**src/rtl/instr_encoder_pkg.sv**
```systemverilog
// Shared constants for the RV32I instruction encoder: format codes, opcodes,
// the canonical NOP word, immediate range limits and the encoder FSM states.
package instr_encoder_pkg;

  localparam int INSTR_W = 32;

  localparam logic [2:0] FMT_R = 3'd0;
  localparam logic [2:0] FMT_I = 3'd1;
  localparam logic [2:0] FMT_S = 3'd2;
  localparam logic [2:0] FMT_B = 3'd3;
  localparam logic [2:0] FMT_U = 3'd4;
  localparam logic [2:0] FMT_J = 3'd5;

  localparam logic [6:0] OPC_OP     = 7'h33;
  localparam logic [6:0] OPC_OP_IMM = 7'h13;
  localparam logic [6:0] OPC_LOAD   = 7'h03;
  localparam logic [6:0] OPC_STORE  = 7'h23;
  localparam logic [6:0] OPC_BRANCH = 7'h63;
  localparam logic [6:0] OPC_LUI    = 7'h37;
  localparam logic [6:0] OPC_AUIPC  = 7'h17;
  localparam logic [6:0] OPC_JAL    = 7'h6F;
  localparam logic [6:0] OPC_JALR   = 7'h67;

  localparam logic [INSTR_W-1:0] NOP_WORD = 32'h0000_0013;

  localparam int IMM12_MIN = -2048;
  localparam int IMM12_MAX = 2047;
  localparam int IMM13_MIN = -4096;
  localparam int IMM13_MAX = 4094;
  localparam int IMM21_MIN = -(1 << 20);
  localparam int IMM21_MAX = (1 << 20) - 2;

  typedef enum logic [1:0] {
    ST_IDLE = 2'd0,
    ST_RUN  = 2'd1,
    ST_DONE = 2'd2
  } enc_state_e;

  function automatic logic imm_in_range(input logic [31:0] v, input int lo, input int hi);
    return ($signed(v) >= lo) && ($signed(v) <= hi);
  endfunction

endpackage

```
**src/rtl/instr_encoder_imm_pack.sv**
```systemverilog
// Scatters a signed immediate into its per-format instruction bit positions and
// flags values the format cannot represent (range or alignment).
module rv_imm_pack
  import instr_encoder_pkg::*;
(
  input  logic [2:0]  i_fmt,
  input  logic [31:0] i_imm,
  output logic [31:0] o_imm_bits,
  output logic        o_imm_err
);

  always_comb begin
    o_imm_bits = '0;
    o_imm_err  = 1'b0;
    case (i_fmt)
      FMT_I: begin
        o_imm_bits = {i_imm[11:0], 20'b0};
        o_imm_err  = !imm_in_range(i_imm, IMM12_MIN, IMM12_MAX);
      end
      FMT_S: begin
        o_imm_bits = {i_imm[11:5], 13'b0, i_imm[4:0], 7'b0};
        o_imm_err  = !imm_in_range(i_imm, IMM12_MIN, IMM12_MAX);
      end
      FMT_B: begin
        o_imm_bits = {i_imm[12], i_imm[10:5], 13'b0, i_imm[4:1], i_imm[11], 7'b0};
        o_imm_err  = !imm_in_range(i_imm, IMM13_MIN, IMM13_MAX) || i_imm[0];
      end
      FMT_U: begin
        o_imm_bits = {i_imm[31:12], 12'b0};
        o_imm_err  = |i_imm[11:0];
      end
      FMT_J: begin
        o_imm_bits = {i_imm[20], i_imm[10:1], i_imm[11], i_imm[19:12], 12'b0};
        o_imm_err  = !imm_in_range(i_imm, IMM21_MIN, IMM21_MAX) || i_imm[0];
      end
      default: begin
        o_imm_bits = '0;
        o_imm_err  = 1'b0;
      end
    endcase
  end

endmodule

```
**src/rtl/instr_encoder.sv**
```systemverilog
// Counted-burst RV32I encoder: packs decoded fields into instruction words, each
// emitted through a one-deep output register together with its byte address.
module instr_encoder
  import instr_encoder_pkg::*;
#(
  parameter int ADDR_W = 32,
  parameter int CNT_W  = 16
) (
  input  logic               clk,
  input  logic               rst_n,
  input  logic               start,
  input  logic [ADDR_W-1:0]  base_addr,
  input  logic [CNT_W-1:0]   burst_len,
  input  logic               in_valid,
  output logic               in_ready,
  input  logic [2:0]         fmt,
  input  logic [6:0]         opcode,
  input  logic [4:0]         rd,
  input  logic [4:0]         rs1,
  input  logic [4:0]         rs2,
  input  logic [2:0]         funct3,
  input  logic [6:0]         funct7,
  input  logic [31:0]        imm,
  output logic               out_valid,
  input  logic               out_ready,
  output logic [INSTR_W-1:0] instr,
  output logic [ADDR_W-1:0]  out_addr,
  output logic               out_err,
  output logic [CNT_W-1:0]   err_cnt,
  output logic               busy,
  output logic               done,
  output logic [1:0]         dbg_state
);

  enc_state_e         r_state;
  enc_state_e         w_state_nxt;
  logic [CNT_W-1:0]   r_remaining;
  logic [ADDR_W-1:0]  r_addr;
  logic [INSTR_W-1:0] r_instr;
  logic [ADDR_W-1:0]  r_out_addr;
  logic               r_out_err;
  logic               r_out_valid;
  logic [CNT_W-1:0]   r_err_cnt;

  logic [31:0]        w_imm_bits;
  logic               w_imm_err;
  logic [INSTR_W-1:0] w_instr;
  logic               w_err;
  logic               w_accept;
  logic               w_drain;

  rv_imm_pack u_imm_pack (
    .i_fmt      (fmt),
    .i_imm      (imm),
    .o_imm_bits (w_imm_bits),
    .o_imm_err  (w_imm_err)
  );

  // Handshake: a transfer happens on a rising edge where valid && ready. The
  // producer holds its payload stable while valid && !ready; in_ready looks
  // through the output register so a word can be accepted in the same cycle
  // the previous one drains.
  assign in_ready = (r_state == ST_RUN) && (r_remaining != '0) && (!r_out_valid || out_ready);
  assign w_accept = in_valid && in_ready;
  assign w_drain  = r_out_valid && out_ready;

  always_comb begin
    w_instr = NOP_WORD;
    w_err   = 1'b1;
    case (fmt)
      FMT_R: begin
        w_instr = {funct7, rs2, rs1, funct3, rd, opcode};
        w_err   = 1'b0;
      end
      FMT_I: begin
        w_instr = w_imm_bits | {12'b0, rs1, funct3, rd, opcode};
        w_err   = w_imm_err;
      end
      FMT_S, FMT_B: begin
        w_instr = w_imm_bits | {7'b0, rs2, rs1, funct3, 5'b0, opcode};
        w_err   = w_imm_err;
      end
      FMT_U, FMT_J: begin
        w_instr = w_imm_bits | {20'b0, rd, opcode};
        w_err   = w_imm_err;
      end
      default: begin
        w_instr = NOP_WORD;
        w_err   = 1'b1;
      end
    endcase
  end

  always_ff @(posedge clk or negedge rst_n) begin
    if (!rst_n) r_state <= ST_IDLE;
    else        r_state <= w_state_nxt;
  end

  // With nothing left to accept, the word in the output register is the last one.
  always_comb begin
    w_state_nxt = r_state;
    case (r_state)
      ST_IDLE: if (start) w_state_nxt = (burst_len == '0) ? ST_DONE : ST_RUN;
      ST_RUN:  if (w_drain && (r_remaining == '0)) w_state_nxt = ST_DONE;
      ST_DONE: w_state_nxt = ST_IDLE;
      default: w_state_nxt = ST_IDLE;
    endcase
  end

  always_ff @(posedge clk or negedge rst_n) begin
    if (!rst_n) begin
      r_remaining <= '0;
      r_addr      <= '0;
      r_instr     <= '0;
      r_out_addr  <= '0;
      r_out_err   <= 1'b0;
      r_out_valid <= 1'b0;
      r_err_cnt   <= '0;
    end else begin
      if ((r_state == ST_IDLE) && start) begin
        r_remaining <= burst_len;
        r_addr      <= base_addr;
        r_err_cnt   <= '0;
      end
      if (w_accept) begin
        r_remaining <= r_remaining - CNT_W'(1);
        r_addr      <= r_addr + ADDR_W'(4);
        r_instr     <= w_instr;
        r_out_addr  <= r_addr;
        r_out_err   <= w_err;
        r_out_valid <= 1'b1;
        if (w_err && (r_err_cnt != '1)) r_err_cnt <= r_err_cnt + CNT_W'(1);
      end else if (w_drain) begin
        r_out_valid <= 1'b0;
      end
    end
  end

  assign out_valid = r_out_valid;
  assign instr     = r_instr;
  assign out_addr  = r_out_addr;
  assign out_err   = r_out_err;
  assign err_cnt   = r_err_cnt;
  assign busy      = (r_state != ST_IDLE);
  assign done      = (r_state == ST_DONE);
  assign dbg_state = r_state;

endmodule

```
**config.mk**
```make
export PLATFORM = sky130hd
export DESIGN_NAME = instr_encoder
export DESIGN_NICKNAME = d
export VERILOG_FILES = /design/src/rtl/instr_encoder_pkg.sv /design/src/rtl/instr_encoder_imm_pack.sv /design/src/rtl/instr_encoder.sv
export SDC_FILE = /design/constraint.sdc
export NUM_CORES = 1
export LEC_CHECK = 0
export ABC_AREA = 1
export CORE_AREA = 10 10 147 149
export DETAILED_ROUTE_END_ITERATION = 6
export DIE_AREA = 0 0 157 159
export GPL_ROUTABILITY_DRIVEN = 0
export GPL_TIMING_DRIVEN = 1
export PLACE_DENSITY = 0.85
export SLEW_MARGIN = 20
export SYNTH_ARGS = -nofsm -noshare
export SYNTH_HDL_FRONTEND = slang
export SYNTH_HIERARCHICAL = 1
export SYNTH_SLANG_ARGS = --single-unit
```
**constraint.sdc**
```tcl
create_clock -name clk -period 1.7 [get_ports clk]
set_clock_uncertainty 0.2 [all_clocks]
set_input_delay 0.17 -clock clk [delete_from_list [all_inputs] [get_ports clk]]
set_output_delay 0.17 -clock clk [all_outputs]
set_load 0.02 [all_outputs]
```
# Yosys cells after proc, flatten, opt, wreduce, memory -nomap -nowiden
# Cells that the tools add are included.
[word_totals]
reg_bits = 132
output_inout_bits = 87
word_cells = 78
[classes]
addsub = 3
n_lt_le_gt_ge = 6
n_eq_ne = 10
mux = 17
bitwise_logic = 3
n_reduce_logical = 31
[op_table]
columns = ["cell", "n"]
rows = [
  ["32-bit case mux with 5 select lines", 1],
  ["32-bit case mux with 4 select lines", 1],
  ["16-bit 2-to-1 mux", 5],
  ["32-bit 2-to-1 mux", 2],
  ["32-bit by 3-bit adder with 32-bit output, second input constant", 1],
  ["32-bit by 12-bit >= comparator with 1-bit output, second input constant", 1],
  ["32-bit by 13-bit >= comparator with 1-bit output, second input constant", 1],
  ["32-bit by 21-bit >= comparator with 1-bit output, second input constant", 1],
  ["32-bit by 12-bit <= comparator with 1-bit output, second input constant", 1],
  ["32-bit by 13-bit <= comparator with 1-bit output, second input constant", 1],
  ["32-bit by 21-bit <= comparator with 1-bit output, second input constant", 1],
  ["16-bit logical NOT", 2],
  ["32-bit by 12-bit OR with 32-bit output", 1],
  ["32-bit by 20-bit OR with 32-bit output", 1],
  ["32-bit by 25-bit OR with 32-bit output", 1],
  ["16-bit by 1-bit adder with 16-bit output, second input constant", 1],
  ["16-bit inequality test, second input constant", 1],
  ["16-bit nonzero test", 1],
  ["16-bit by 1-bit subtractor with 16-bit output, second input constant", 1],
  ["12-bit OR reduction", 1],
  ["1-bit logical AND", 10],
  ["3-bit by 2-bit equality test with 1-bit output, second input constant", 2],
  ["3-bit equality test, second input constant", 2],
  ["2-bit 2-to-1 mux", 3],
  ["other kinds (17)", 27],
]

# Logic depth before layout (Yosys ltp)
# Gate-level depths: netlist of the first run.
[logic_depth]
word_depth = 9
mapped_depth = 18
ltp_nobuf = 17

# Modules after synthesis
# Netlist of the first run, hierarchy kept.
[modules_own_cells]
columns = ["mod", "instances", "cells_each", "area_each_um2"]
rows = [
  ["instr_encoder", 1, 1055, 7581.0],
  ["rv_imm_pack", 1, 142, 644.4],
]

# Least setup slack after synthesis of the first run
# Ideal clock, no wire load.
[synth_path]
kind = "register -> register"
start = "register r_err_cnt[0], in the netlist err_cnt[0]"
end = "register r_err_cnt[6], in the netlist err_cnt[6]"
setup_ns = 0.116
arrival_ns = 1.568
t_required_ns = 1.384
setup_slack_ns = -0.185
stages_incl_launch_ff = 12
synth_period_minus_slack_ns = 1.885
path_cell_list = "dfrtp_1 -> ha_1 -> nand2_1 -> nor2_2 -> nand2_2 -> nor2_4 -> a21oi_2 -> buf_4 -> nand2_1 -> nand2_1 -> nand2_1 -> nand2_1"
[synth_via]
elab_chain_len = 4
[synth_rtl]
columns = ["item", "line_no", "source"]
rows = [
  ["start: declaration", "instr_encoder.sv:43", "logic [CNT_W-1:0] r_err_cnt;"],
  ["start signal: assignment", "instr_encoder.sv:132", "if (w_err && (r_err_cnt != '1)) r_err_cnt <= r_err_cnt + CNT_W'(1);"],
  ["branches (longest 2 deep; another with 16-bit by 1-bit adder with 16-bit output)", "n/a", ""],
  ["16-bit 2-to-1 mux *", "instr_encoder.sv:132", ""],
  ["16-bit 2-to-1 mux *", "instr_encoder.sv:125", "if (w_accept) begin"],
]
# Mark *: on every way between the ends.
# A chain may end at the register's enable or synchronous reset.

# Final worst setup path of the first run
[layout_path]
start = "register r_remaining[9]"
end = "output in_ready"
[layout_via]
elab_chain_len = 3
[layout_rtl]
columns = ["item", "line_no", "source"]
rows = [
  ["start: declaration", "instr_encoder.sv:37", "logic [CNT_W-1:0] r_remaining;"],
  ["start signal: assignment", "instr_encoder.sv:121", "r_remaining <= burst_len;"],
  ["start signal: assignment", "instr_encoder.sv:126", "r_remaining <= r_remaining - CNT_W'(1);"],
  ["16-bit nonzero test", "instr_encoder.sv:63", "assign in_ready = (r_state == ST_RUN) && (r_remaining != '0) && (!r_out_valid || out_ready);"],
  ["1-bit logical AND (2 in series)", "instr_encoder.sv:63", ""],
  ["end: declaration", "instr_encoder.sv:15", "output logic in_ready,"],
]
# No other way between the ends.

==> results of run 1 <==
==> flip-flops by register name, indices dropped and copies added, names as in the netlist <==
signal and count:
out_err 1, dbg_state 2, r_remaining 16, r_addr 32
out_addr 32, out_valid 1, err_cnt 16, instr 32
==> power breakdown <==
part / switching (mW) / internal [mW]
registers: 1.01 / 4.41
clock network: 1.50 / 2.22
logic: 5.30 / 4.17
total: 7.82 / 10.8
==> final cells by class <==
type	instances	area, µm²
clock buffer	19	443
sequential	132	3310
fill	1423	5800
multi-input combinational	918	4530
timing repair buffer	384	3670
antenna	1	2.50
tap	234	293
clock inverter	13	153
inverter	101	379
==> worst min path at each step <==
stage          slack (ns)  start                        to
3_3_place_gp        -0.06  rst_n  out_addr[22]$_DFFE_PN0P_
4_1_cts              0.06  rst_n  out_addr[22]$_DFFE_PN0P_
5_1_grt              0.09  rst_n  out_addr[17]$_DFFE_PN0P_
6_report             0.04  rst_n  out_addr[22]$_DFFE_PN0P_
2_1_floorplan       -0.33  rst_n  dbg_state[0]$_DFFE_PN0P_
3_5_place_dp        -0.06  rst_n  out_addr[14]$_DFFE_PN0P_
==> cell usage in the layout (no fill, tap or decap), types with 13 or more instances in the layout <==
cell,n
nand2_1,444
buf_4,142
dfrtp_1,127
nor2_1,117
nand3_1,98
clkdlybuf4s50_1,97
inv_1,88
dlygate4sd2_1,85
nand2_2,31
o21ai_0,31
o21ai_1,27
xor2_1,26
nand3_2,22
nor2_2,20
a22oi_1,20
dlymetal6s2s_1,18
clkbuf_16,17
buf_12,17
buf_6,16
inv_2,13
==> cell families (layout without fill, tap and decap cells) <==
group,count (synthesis),after routing
AND/OR/NAND/NOR,765,765
buffers and inverters,153,517
flip-flops,132,132
AO/OA/AOI/OAI,109,109
XOR/XNOR,34,34
adder cells (fa/ha/maj),3,3
other,1,8
==> worst register-to-register path, delay by kind of cell, from the launching register on <==
family / cells / cell delay, ns
buffers and inverters: 5 / 0.63
adders and majority gates: 1 / 0.17
DFF: 1 / 0.36
AOI/OAI and AO/OA: 1 / 0.06
and+or+nand+nor: 5 / 0.38
==> layer usage <==
metal,track usage,up-vias,part of all wire
li1,-,4510,-
met3,0.0661,102,0.076
met1,0.257,4474,0.38
met2,0.397,439,0.50
met4,0.120,0,0.047
met5,0,-,0
==> stage by stage <==
step	area, µm²	util
after detailed placement	11600	0.626
after global placement	11600	0.626
after CTS	12400	0.670
after floorplan	8290	-
after global routing	12800	0.688
final	12800	0.688
==> repair_timing <==
item,CTS,global route
hold buffers,1,0
setup buffers,13,5
endpoints found under the setup margin,215,135
cloned,5,0
resized for setup,129,141
pin swaps,3,31
endpoints found under the hold margin,132,0
==> metrics.md, run 1 <==
| Metric | Value |
|---|---|
| Arr. time, crit path | `1.54 ns` |
| Post-synth ARST share | `1.00` |
| Worst-path clk slew | `0.06 ns` |
| Crit path cell chain | `nor2_2 -> nand2_1 -> nor2_1 -> nand2_2 -> nand3_2 -> inv_2 -> buf_6` |
| Io pins | `207` |
| Setup violators final | `131` |
| CP Depth | `7` |
| Port Buffer Count | `206` |
| Synth Area in Adders | `0.00456` |
| Max clock buf depth | `2` |
| Synthesized cell area | `8230 µm²` |
| Clock sinks | `132` |
| Final TNS setup | `-17.66 ns` |
| XOR/XNOR Fraction of Synth Area | `0.0362` |
| CTS tree | `yes` |
| Routed wire length | `30200 µm` |
| Critical path class | `register to output pin` |
| EDFF count, synth | `0` |
| Worst Hold Class | `primary input to asynchronous set/reset pin` |
| Design Power | `18.6 mW` |
| Max Fclk | `0.524 GHz` |
| CP max stage delay | `0.40 ns` |
| Clk Latency, worst-skew pair | `0.43 ns` |
| Synth top cells by count | `nand2_1, nor2_1, dfrtp_1, nand3_1, inv_1` |
| Max H-tree Level | `4` |
| Outcome | `complete, but fails checks` |
| Synth top area cells | `dfrtp_1, nand2_1, nand3_1` |
| FP Rows | `50` |
| Die Y-Extent | `159 µm` |
| Cell with the most instances after synthesis | `nand2_1` |
| Global-route wire length before repair | `47700 µm` |
| GR Overflow Total | `0` |
| Primary FF master, synth | `dfrtp_1` |
| DR iter-0 viols | `783` |
| Worst setup startpoint | `r_remaining[9]$_DFFE_PN0P_` |
| Largest net degree at the start of global routing | `45` |
| Crit path required time | `1.33 ns` |
| DIE AREA | `25000 µm²` |
| Critical Path Sink Type | `output pin` |
| Drc violations | `0` |
| Die Span X | `157 µm` |
| Post-layout min period | `1.91 ns` |
| Fraction of layout instances using a drive strength above 1 | `0.215` |
| Mapped Cells | `1197` |
| Hold Vio Cnt, Final | `0` |
| CP top delay family | `simple AND/OR/NAND/NOR gates` |
| Vias in the first global route | `9737` |
| Finished Layout Cells | `1802` |
| Netlist cell types | `38` |
| Num CTS Buffers | `17` |
| Seq cells post-synth | `132` |
| Synth-to-layout area growth | `55.4%` |
| Reg2Reg Depth | `12` |
| DR vias/cell | `5.29` |
| Synth Area in Simple Gates | `0.384` |
| Cell taking the most area after synthesis | `dfrtp_1` |
| Compound-Gate Fraction of Synth Area | `0.0789` |
| DP HPWL | `21500 µm` |
| RSZ-0062 raised after global routing | `true` |
| Root Driver | `clkbuf_16` |
| Global Route Usage Sum | `0.233` |
| Crit path capture | `in_ready` |
| Worst path bufs/invs | `2` |
| FF-to-FF Start | `r_remaining[0]$_DFFE_PN0P_` |
| Failing checks | `negative setup slack` |
| Peak supply drop | `0.948 mV` |
| Slew Viols, Final | `0` |
| 1st-pass router iterations | `6` |
| Fin crit share | `1.12` |
| Area share of the largest cell type after synthesis | `0.402` |
| Power per cell area | `1460 nW/µm²` |
| R2R setup slack | `-0.20 ns` |
| Inst Count DP | `1750` |
| Via count | `9525` |
| CP max FO | `2` |
| Largest family of logic cells by synthesized area | `simple AND/OR/NAND/NOR gates` |
| Wirelength per Cell | `16.8 µm` |
| Register area share after synthesis | `0.402` |
| Leak | `6.56 nW` |
| Place WS | `-0.683 ns` |
| Reg2reg end | `instr[24]$_DFFE_PN0P_` |
| Syn. warnings | `6` |
| CP max stage cell | `dfrtp_1` |
| Remaining antenna violation count | `0` |
| Post-Syn Area per Cell | `6.87 µm²` |
| Initial Utilization | `0.443` |
| Total of max-cap violations | `0` |
| Worst setup SP type | `register` |
| Hold slack | `0.0411 ns` |
| Initial antenna violation count | `1` |
| Final net count | `1677` |
| Core Region | `18600 µm²` |
| Slack of the critical path | `-0.209 ns` |
| Post-synthesis mux area share | `0` |
No activity file was read; power rests on OpenSTA's default activity.
==> run 2: changes to the inputs <==
--- a/config.mk
+++ b/config.mk
@@ -6,9 +6,9 @@
 export NUM_CORES = 1
 export LEC_CHECK = 0
 export ABC_AREA = 1
-export CORE_AREA = 10 10 147 149
+export CORE_AREA = 3 3 140 142
 export DETAILED_ROUTE_END_ITERATION = 6
-export DIE_AREA = 0 0 157 159
+export DIE_AREA = 0 0 143 145
 export GPL_ROUTABILITY_DRIVEN = 0
 export GPL_TIMING_DRIVEN = 1
 export PLACE_DENSITY = 0.85
==> run 2 against run 1 <==
Effect of this change: the flow still finishes with violations (negative setup slack); die area down 17%; clock-buffer cell count unchanged; cell area up 2.0%; global-route usage up 3.6 points; combinational power up 2.2%; via count up 2.3%; register-to-register slack worse by 0.08 ns; setup slack worse by 0.075 ns; fmax down 3.8%; critical path type is now register to register.
==> metrics.md, run 2 (same netlist as run 1, synthesis figures left out) <==
| Metric | Value |
|---|---|
| Outcome | `complete, but fails checks` |
| Failing checks | `negative setup slack` |
| R2R setup slack | `-0.28 ns` |
| Total of max-cap violations | `0` |
| Post-layout min period | `1.98 ns` |
| Comb power frac | `0.510` |
| Hold Path End | `r_addr[0]$_DFFE_PN0P_` |
| Fraction of layout instances using a drive strength above 1 | `0.225` |
| Slew Viols, Final | `0` |
| Internal | `11.1 mW` |
| Max Fclk | `0.504 GHz` |
| DR vias/cell | `5.38` |
| Final net count | `1684` |
| Place WS | `-0.906 ns` |
| Clock sinks | `132` |
| Worst setup SP type | `register` |
| CP max stage delay | `0.37 ns` |
| DP HPWL | `20500 µm` |
| Die Y-Extent | `145 µm` |
| Largest net degree at the start of global routing | `46` |
| Critical Path Sink Type | `register` |
| Fillcell total | `1347` |
| Global Route Usage Sum | `0.269` |
| Drc violations | `0` |
| Clk Latency, worst-skew pair | `0.43 ns` |
| 1st-pass router iterations | `6` |
| Hold Vio Cnt, Final | `0` |
| Worst Hold Class | `primary input to register` |
| Sw Ratio | `0.414` |
| Setup violators final | `129` |
| Global-route wire length before repair | `45200 µm` |
| Worst Min Path Start | `base_addr[0]` |
| Crit path cell chain | `inv_2 -> ha_4 -> nand2_4 -> nor2_4 -> nand2_4 -> nand3_4 -> buf_6 -> nor2_4 -> buf_12 -> clkbuf_16 -> nand2_1 -> nand2_1` |
| Initial Utilization | `0.443` |
| Core Region | `18600 µm²` |
| FP Rows | `50` |
| Critical path class | `register to register` |
| Synth-to-layout area growth | `58.4%` |
| Vias in the first global route | `9578` |
| Design Power | `19.0 mW` |
| Wirelength per Cell | `16.6 µm` |
| Routed wire length | `30000 µm` |
| Hold depth | `3` |
| FF-to-FF Start | `r_remaining[0]$_DFFE_PN0P_` |
| Die Span X | `143 µm` |
| Commonest non-fill, non-tap cells in the layout | `nand2_1, buf_4, dfrtp_1, nor2_1, nand3_1` |
| Num CTS Buffers | `17` |
| Root Driver | `clkbuf_16` |
| Reg2Reg Depth | `12` |
| Reg2reg end | `out_addr[12]$_DFFE_PN0P_` |
| Leading cell type in the layout, fill and taps excluded | `nand2_1` |
| Initial antenna violation count | `2` |
| Port Buffer Count | `206` |
| Worst-path clk slew | `0.06 ns` |
| GR Overflow Total | `0` |
| Sw Pwr | `7.86 mW` |
| Max clock buf depth | `2` |
| Fin crit share | `1.17` |
| Io pins | `207` |
| Arr. time, crit path | `2.15 ns` |
| DR iter-0 viols | `827` |
| Power per cell area | `1460 nW/µm²` |
| CTS tree | `yes` |
| DIE AREA | `20700 µm²` |
| Clock share of power | `0.205` |
| Remaining antenna violation count | `0` |
| RSZ-0062 raised after global routing | `true` |
| Max H-tree Level | `4` |
| Crit path required time | `1.87 ns` |
| CP max FO | `7` |
| Peak supply drop | `0.909 mV` |
| Sequential Power Share | `0.285` |
| Leak | `6.70 nW` |
| CP max stage cell | `dfrtp_1` |
| Slack of the critical path | `-0.284 ns` |
| Hold slack | `0.0953 ns` |
| Via count | `9740` |
-- run 2: worst max path at each step --
| stage | start | endpoint |
|---|---|---|
| 2_1_floorplan | fmt[0] | err_cnt[9]$_DFF_PN0_ |
| 3_3_place_gp | fmt[0] | err_cnt[13]$_DFF_PN0_ |
| 3_5_place_dp | fmt[0] | err_cnt[2]$_DFF_PN0_ |
| 4_1_cts | r_remaining[1]$_DFFE_PN0P_ | in_ready |
| 5_1_grt | r_remaining[12]$_DFFE_PN0P_ | r_addr[7]$_DFFE_PN0P_ |
| 6_report | r_remaining[0]$_DFFE_PN0P_ | out_addr[12]$_DFFE_PN0P_ |
-- run 2: metal layers --
layer | track usage | vias to the layer above | wire [µm]
met5 | 0 | - | 20
met4 | 0.143 | 2 | 1640
met3 | 0.0574 | 152 | 2210
met2 | 0.453 | 517 | 15000
met1 | 0.317 | 4539 | 11200
li1 | - | 4530 | -
-- run 2: power by group through the flow --
stage / logic (mW) / clock network, mW / registers, mW
3_5_place_dp: 8.88 / 0 / 5.38
2_1_floorplan: 3.74 / 0 / 6.20
3_3_place_gp: 8.62 / 0 / 5.34
6_report: 9.68 / 3.89 / 5.41
5_1_grt: 10.5 / 4.07 / 5.53
4_1_cts: 8.66 / 3.91 / 5.34
-- run 2: final cells by class --
class	count	area (µm²)	area share
clock buffer	19	443	0.0340
antenna	1	2.50	0.000192
timing repair buffer	390	3840	0.294
inverter	101	382	0.0293
clock inverter	13	173	0.0132
multi-input combinational	919	4600	0.353
sequential	132	3310	0.254
tap	234	293	0.0225
-- run 2: timing repair --
item	CTS	global route
hold buffers	2	1
resized for setup	147	148
gates cloned	2	9
hold endpoints to repair	132	9
pin swaps	11	50
endpoints found under the setup margin	213	152
buffers inserted	6	4
-- run 2: stage by stage --
step,util,cell area (µm²),TNS [ns],std cells
4_1_cts,0.668,12400,-15.90,1796
3_5_place_dp,0.630,11700,-37.14,1754
3_3_place_gp,0.630,11700,-31.83,1754
5_1_grt,0.701,13000,-33.61,1809
2_1_floorplan,-,8290,-0.110,1203
6_report,0.701,13000,-23.84,1809
-- run 2: worst max-delay path, delay by kind of cell, from the launching register on --
| family | cells | cell delay (ns) |
|---|---|---|
| buffers and inverters | 4 | 0.56 |
| DFF | 1 | 0.37 |
| adders and majority gates | 1 | 0.17 |
| and+or+nand+nor | 7 | 0.60 |
==> run 3: changes to the inputs <==
--- a/config.mk
+++ b/config.mk
@@ -6,11 +6,11 @@
 export NUM_CORES = 1
 export LEC_CHECK = 0
 export ABC_AREA = 1
+export CAP_MARGIN = 15
 export CORE_AREA = 3 3 140 142
 export DETAILED_ROUTE_END_ITERATION = 6
 export DIE_AREA = 0 0 143 145
 export GPL_ROUTABILITY_DRIVEN = 0
-export GPL_TIMING_DRIVEN = 1
 export PLACE_DENSITY = 0.85
 export SLEW_MARGIN = 20
 export SYNTH_ARGS = -nofsm -noshare
==> results of run 3 <==
Final layout, timing and power as in run 2 (identical DEF).
